$ cat src/rtl/serial_byte_rx_if.sv
// Output handshake of serial_byte_rx: a one-entry valid/ready word register.
// The receiver drives the word and its valid flag (master), the consumer
// drives ready (slave).
interface serial_byte_rx_if #(
    parameter int DATA_W = 8
);
    logic [DATA_W-1:0] dout;
    logic              dout_valid;
    logic              dout_ready;

    modport master (
        output dout,
        output dout_valid,
        input  dout_ready
    );

    modport slave (
        input  dout,
        input  dout_valid,
        output dout_ready
    );
endinterface

$ cat src/rtl/serial_byte_rx.sv
// Bit-serial frame receiver: low start bit, DATA_W data bits LSB-first,
// high stop bit, all sampled on bit_en strobes. The received word lands in a
// one-entry valid/ready output register. A stop bit sampled low raises
// frame_err. A word that arrives while the register still holds an unaccepted
// word raises overrun. Both flags are one-cycle pulses.
module serial_byte_rx #(
    parameter int DATA_W = 8
) (
    input  logic             C,
    input  logic             rst_n,
    input  logic             bit_en,
    input  logic             din,
    serial_byte_rx_if.master out_if,
    output logic             frame_err,
    output logic             overrun,
    output logic             busy
);
    localparam int CNT_W = $clog2(DATA_W);
    localparam logic [CNT_W-1:0] LAST_BIT = CNT_W'(DATA_W - 1);

    typedef enum logic [1:0] {
        IDLE  = 2'd0,
        DATA  = 2'd1,
        STOP  = 2'd2,
        BREAK = 2'd3
    } state_t;

    state_t            state_q, state_d;
    logic [CNT_W-1:0]  cnt_q;
    logic [DATA_W-1:0] shreg_q;
    logic              deliver;
    logic              stop_bad;
    logic              accept;

    // State register; bit_en gating lives in the next-state logic.
    always_ff @(posedge C or negedge rst_n) begin
        if (!rst_n) begin
            state_q <= IDLE;
        end else begin
            // NOTE: every sequential assignment is non-blocking so all
            // registers see the values from before this edge.
            state_q <= state_d;
        end
    end

    // Next-state: advance only on a sample strobe, otherwise hold.
    always_comb begin
        // NOTE: default first, so paths that assign nothing hold instead of
        // inferring a latch.
        state_d = state_q;
        if (bit_en) begin
            unique case (state_q)
                IDLE:  if (!din) state_d = DATA;
                DATA:  if (cnt_q == LAST_BIT) state_d = STOP;
                STOP:  state_d = din ? IDLE : BREAK;
                BREAK: if (din) state_d = IDLE;
                default: state_d = IDLE;
            endcase
        end
    end

    // Decoded outputs and stop-bit events for the output register.
    always_comb begin
        busy     = (state_q != IDLE);
        deliver  = bit_en && (state_q == STOP) && din;
        stop_bad = bit_en && (state_q == STOP) && !din;
        accept   = out_if.dout_valid && out_if.dout_ready;
    end

    // Bit counter and shift register; both hold between strobes.
    always_ff @(posedge C or negedge rst_n) begin
        if (!rst_n) begin
            cnt_q   <= '0;
            shreg_q <= '0;
        end else if (bit_en) begin
            if (state_q == IDLE && !din) begin
                cnt_q <= '0;
            end else if (state_q == DATA) begin
                shreg_q <= {din, shreg_q[DATA_W-1:1]};
                cnt_q   <= cnt_q + CNT_W'(1);
            end
        end
    end

    // Output word register, handshake and one-cycle error pulses; runs every cycle.
    always_ff @(posedge C or negedge rst_n) begin
        if (!rst_n) begin
            out_if.dout       <= '0;
            out_if.dout_valid <= 1'b0;
            frame_err         <= 1'b0;
            overrun           <= 1'b0;
        end else begin
            frame_err <= stop_bad;
            overrun   <= deliver && out_if.dout_valid && !out_if.dout_ready;
            if (deliver && (!out_if.dout_valid || out_if.dout_ready)) begin
                out_if.dout       <= shreg_q;
                out_if.dout_valid <= 1'b1;
            end else if (accept) begin
                out_if.dout_valid <= 1'b0;
            end
        end
    end
endmodule

$ cat src/flat_wrapper.sv
// flat-port wrapper written by rule: the top's interface ports become plain ports
module serial_byte_rx_flat 
#(
    parameter int DATA_W = 8
)
  (C, rst_n, bit_en, din, frame_err, overrun, busy, out_if_dout, out_if_dout_valid, out_if_dout_ready);
  serial_byte_rx_if #(.DATA_W(DATA_W)) out_if_i ();
  input  logic C;
  input  logic rst_n;
  input  logic bit_en;
  input  logic din;
  output logic frame_err;
  output logic overrun;
  output logic busy;
  output wire logic [$bits(out_if_i.dout)-1:0] out_if_dout;
  output wire logic [$bits(out_if_i.dout_valid)-1:0] out_if_dout_valid;
  input wire logic [$bits(out_if_i.dout_ready)-1:0] out_if_dout_ready;
  assign out_if_dout = out_if_i.dout;
  assign out_if_dout_valid = out_if_i.dout_valid;
  assign out_if_i.dout_ready = out_if_dout_ready;
  serial_byte_rx #(.DATA_W(DATA_W)) u_core (.C(C), .rst_n(rst_n), .bit_en(bit_en), .din(din), .out_if(out_if_i), .frame_err(frame_err), .overrun(overrun), .busy(busy));
endmodule
$ cat config.mk
export PLATFORM = sky130hd
export DESIGN_NAME = serial_byte_rx_flat
export DESIGN_NICKNAME = d
export VERILOG_FILES = /design/src/rtl/serial_byte_rx_if.sv /design/src/rtl/serial_byte_rx.sv /design/src/flat_wrapper.sv
export SDC_FILE = /design/constraint.sdc
export NUM_CORES = 1
export LEC_CHECK = 0
export CAP_MARGIN = 20
export CELL_PAD_IN_SITES_DETAIL_PLACEMENT = 2
export CELL_PAD_IN_SITES_GLOBAL_PLACEMENT = 2
export CORE_MARGIN = 8
export CORE_UTILIZATION = 38
export CTS_CLUSTER_SIZE = 30
export DETAILED_ROUTE_END_ITERATION = 8
export GPL_ROUTABILITY_DRIVEN = 0
export GPL_TIMING_DRIVEN = 0
export MAX_ROUTING_LAYER = met4
export PLACE_DENSITY_LB_ADDON = 0.1
export SYNTH_ARGS = -nofsm -noshare
export SYNTH_HDL_FRONTEND = slang
export SYNTH_SLANG_ARGS = --single-unit
$ cat constraint.sdc
create_clock -name C -period 2.45 [get_ports C]
set_clock_uncertainty 0.05 [all_clocks]
set_input_delay 0.6125 -clock C [delete_from_list [all_inputs] [get_ports C]]
set_output_delay 0.6125 -clock C [all_outputs]
set_load 0.1 [all_outputs]
==> flow_metrics.env <==
export IMPL_clk_pin_slew_ns=0.13
export IMPL_rsz0062_at_grt="false"
export IMPL_crit_path_max_incr_delay_ns=0.86
export IMPL_grt_overflow=0
export IMPL_multi_input_area_um2=398
export IMPL_syn2layout_area_growth_pct=25.1
export IMPL_synth_area_per_cell_um2=15.0
export IMPL_grt_pass1_vias=697
export IMPL_start_kind="register"
export IMPL_relSlewSlack_pct=36.1
export IMPL_wl_mm=1.92
export IMPL_grt_pass1_wl_mm=3.29
export IMPL_drc_errors=0
export IMPL_grt_use_met3_pct=1.96
export IMPL_io_buffers=16
export IMPL_crit_fanout=2
export IMPL_drv_cap=0
export IMPL_fillers=274
export IMPL_cp_end_kind="output pin"
export IMPL_layout_common_cells="dfrtp_1, dlygate4sd2_1, mux2_4, mux2_2"
export IMPL_power_density_nw_per_um2=1360
export IMPL_worst_pin_slew_ns=0.962
export IMPL_dp_slack_ns=0.0129
export IMPL_fin_area_um2=1300
export IMPL_fin_ws_ns=0.245
export IMPL_cts_tree="yes"
export IMPL_synth_nets=76
export IMPL_seq_area_um2=601
export IMPL_use_met1_pct=11.0
export IMPL_arrival_ns=1.54
export IMPL_htree_num_levels=1
export IMPL_fin_nets=98
export IMPL_fp_row_count=19
export IMPL_track_usage_pct=9.68
export IMPL_drt_pass1_iter_count=2
export IMPL_maxSlewViolCount=0
export IMPL_busiest_layer="met2"
export IMPL_n_antenna_cell=0
export IMPL_min_path_type="register to register"
export IMPL_routed_via_density=5.02
export IMPL_path_cells="dlygate4sd2_1"
export IMPL_clockBufferDepth=2
export IMPL_vias=608
export IMPL_tns_ns=0
export IMPL_hold_violations=0
export IMPL_worst_hold_slack_ns=0.475
export IMPL_crit_family="buffers and inverters"
export IMPL_io_pins=17
export IMPL_cts_buffers=3
export IMPL_antenna_left=0
export IMPL_die_area_um2=4660
export IMPL_use_met2_pct=16.3
export IMPL_async_flop_share_pct=100
export IMPL_crit_buf_inv=1
export IMPL_dpl_instance_area_um2=1240
export IMPL_wl_per_cell_um=15.9
export IMPL_synth_edf_count=0
export IMPL_min_period_ns=2.20
export IMPL_drive_gt1_share_pct=35.6
export IMPL_layout_commonest_cell="dfrtp_1"
export IMPL_synth_seq_area_share_pct=57.9
export IMPL_crit_type="register to output pin"
export IMPL_clockRootBuffer="clkbuf_4"
export IMPL_fmax_mhz=454
export IMPL_die_w_um=68.2
export IMPL_yosysWarnings=0
export IMPL_antenna_found_initial=0
export IMPL_power_mw=1.77
export IMPL_start_util_pct=39.0
export IMPL_crit_required_ns=1.79
export IMPL_peakVddDrop_mv=0.668
export IMPL_p_leak_nw=0.660
export IMPL_clk_latency_ns=0.31
export IMPL_synth_top_cell_area_share_pct=57.9
export IMPL_netlist_area_um2=1040
export IMPL_setup_viol=0
export IMPL_synth_top_flop_cell="dfrtp_1"
export IMPL_ys_ff_latch=24
export IMPL_grt_max_degree=25
export IMPL_fp_dieH_um=68.2
export IMPL_critPathSlowestCell="dlygate4sd2_1"
export IMPL_status="complete, no violations"
export IMPL_syn_inst=69
export IMPL_cts_sinks=24
export IMPL_netlist_cell_type_count=21
export IMPL_r2r_setup_slack_ns=0.96
export IMPL_dp_hpwl_mm=1.38
export IMPL_period_share_pct=90.0
export IMPL_fp_coreArea_um2=2660
export IMPL_yosys_area_top_type="dfrtp_1"
export IMPL_drtIter0Drc=12
export IMPL_synth_area_leaders="dfrtp_1, mux2_4, mux2_2, ha_1, nand4b_4"
[metal layers]
| layer | vias up | wire, µm |
|---|---|---|
| met5 | - | 0 |
| li1 | 282 | - |
| met4 | 0 | 20 |
| met2 | 10 | 930 |
| met1 | 314 | 852 |
| met3 | 2 | 116 |
[metrics by stage]
stage | instances | utilization (%)
floorplan | 69 | -
global placement | 116 | 46.4
detailed placement | 116 | 46.4
CTS | 120 | 47.8
global route | 121 | 48.7
finish | 121 | 48.7
[logic make-up after synthesis]
family	count (synthesis)	share of synthesized area (%)
compound gates	10	5.79
fa+ha+maj	2	2.41
buf+inv	4	3.74
flops	24	57.9
mux	16	20.3
simple gates	13	9.89
[final timing paths]
check	from	end	cells after the start
setup / recovery	u_core.out_if.dout[7]	out_if_dout[7]	1
hold / removal	u_core.out_if.dout[2]	u_core.out_if.dout[2]	1
setup reg to reg	u_core.state_q[0]	u_core.out_if.dout[4]	5
hold reg to reg	u_core.out_if.dout[2]	u_core.out_if.dout[2]	1
max in group asynchronous	rst_n	u_core.out_if.dout[2]	2
min in group asynchronous	rst_n	u_core.out_if.dout[0]	1
[synthesized netlist by cell type (2+ instances only)]
library cell,number
nand2_1,4
a21oi_1,2
buf_4,2
mux2_2,8
a31oi_1,2
o21ai_0,4
ha_1,2
dfrtp_1,24
a22o_1,2
mux2_4,8
[cell type report]
type / count / area share (%)
flip-flops and latches: 24 / 46.3
multi-input cells: 41 / 30.7
repair buffers: 17 / 13.0
well taps: 31 / 2.99
plain buffers: 3 / 2.70
clock inverters: 1 / 2.31
clock buffers: 3 / 1.74
inverters: 1 / 0.289
[power by group]
group | switching (mW) | internal [mW]
logic | 0.573 | 0.280
registers | 0.0874 | 0.544
clock network | 0.116 | 0.165
[flip-flops by register name, summed over array words and instances (netlist names)]
name and flops:
u_core.frame_err 1, u_core.overrun 1, u_core.state_q 2, u_core.out_if.dout 8, u_core.out_if.dout_valid 1, u_core.shreg_q 8, u_core.cnt_q 3
[timing repair]
action                                  4_1_cts  5_1_grt
endpoints found under the setup margin       12        1
gates resized for setup                      12        2
hold buffers                                  0        0
setup buffers                                 0        0
Note: power is estimated with default switching activity, not from simulation.
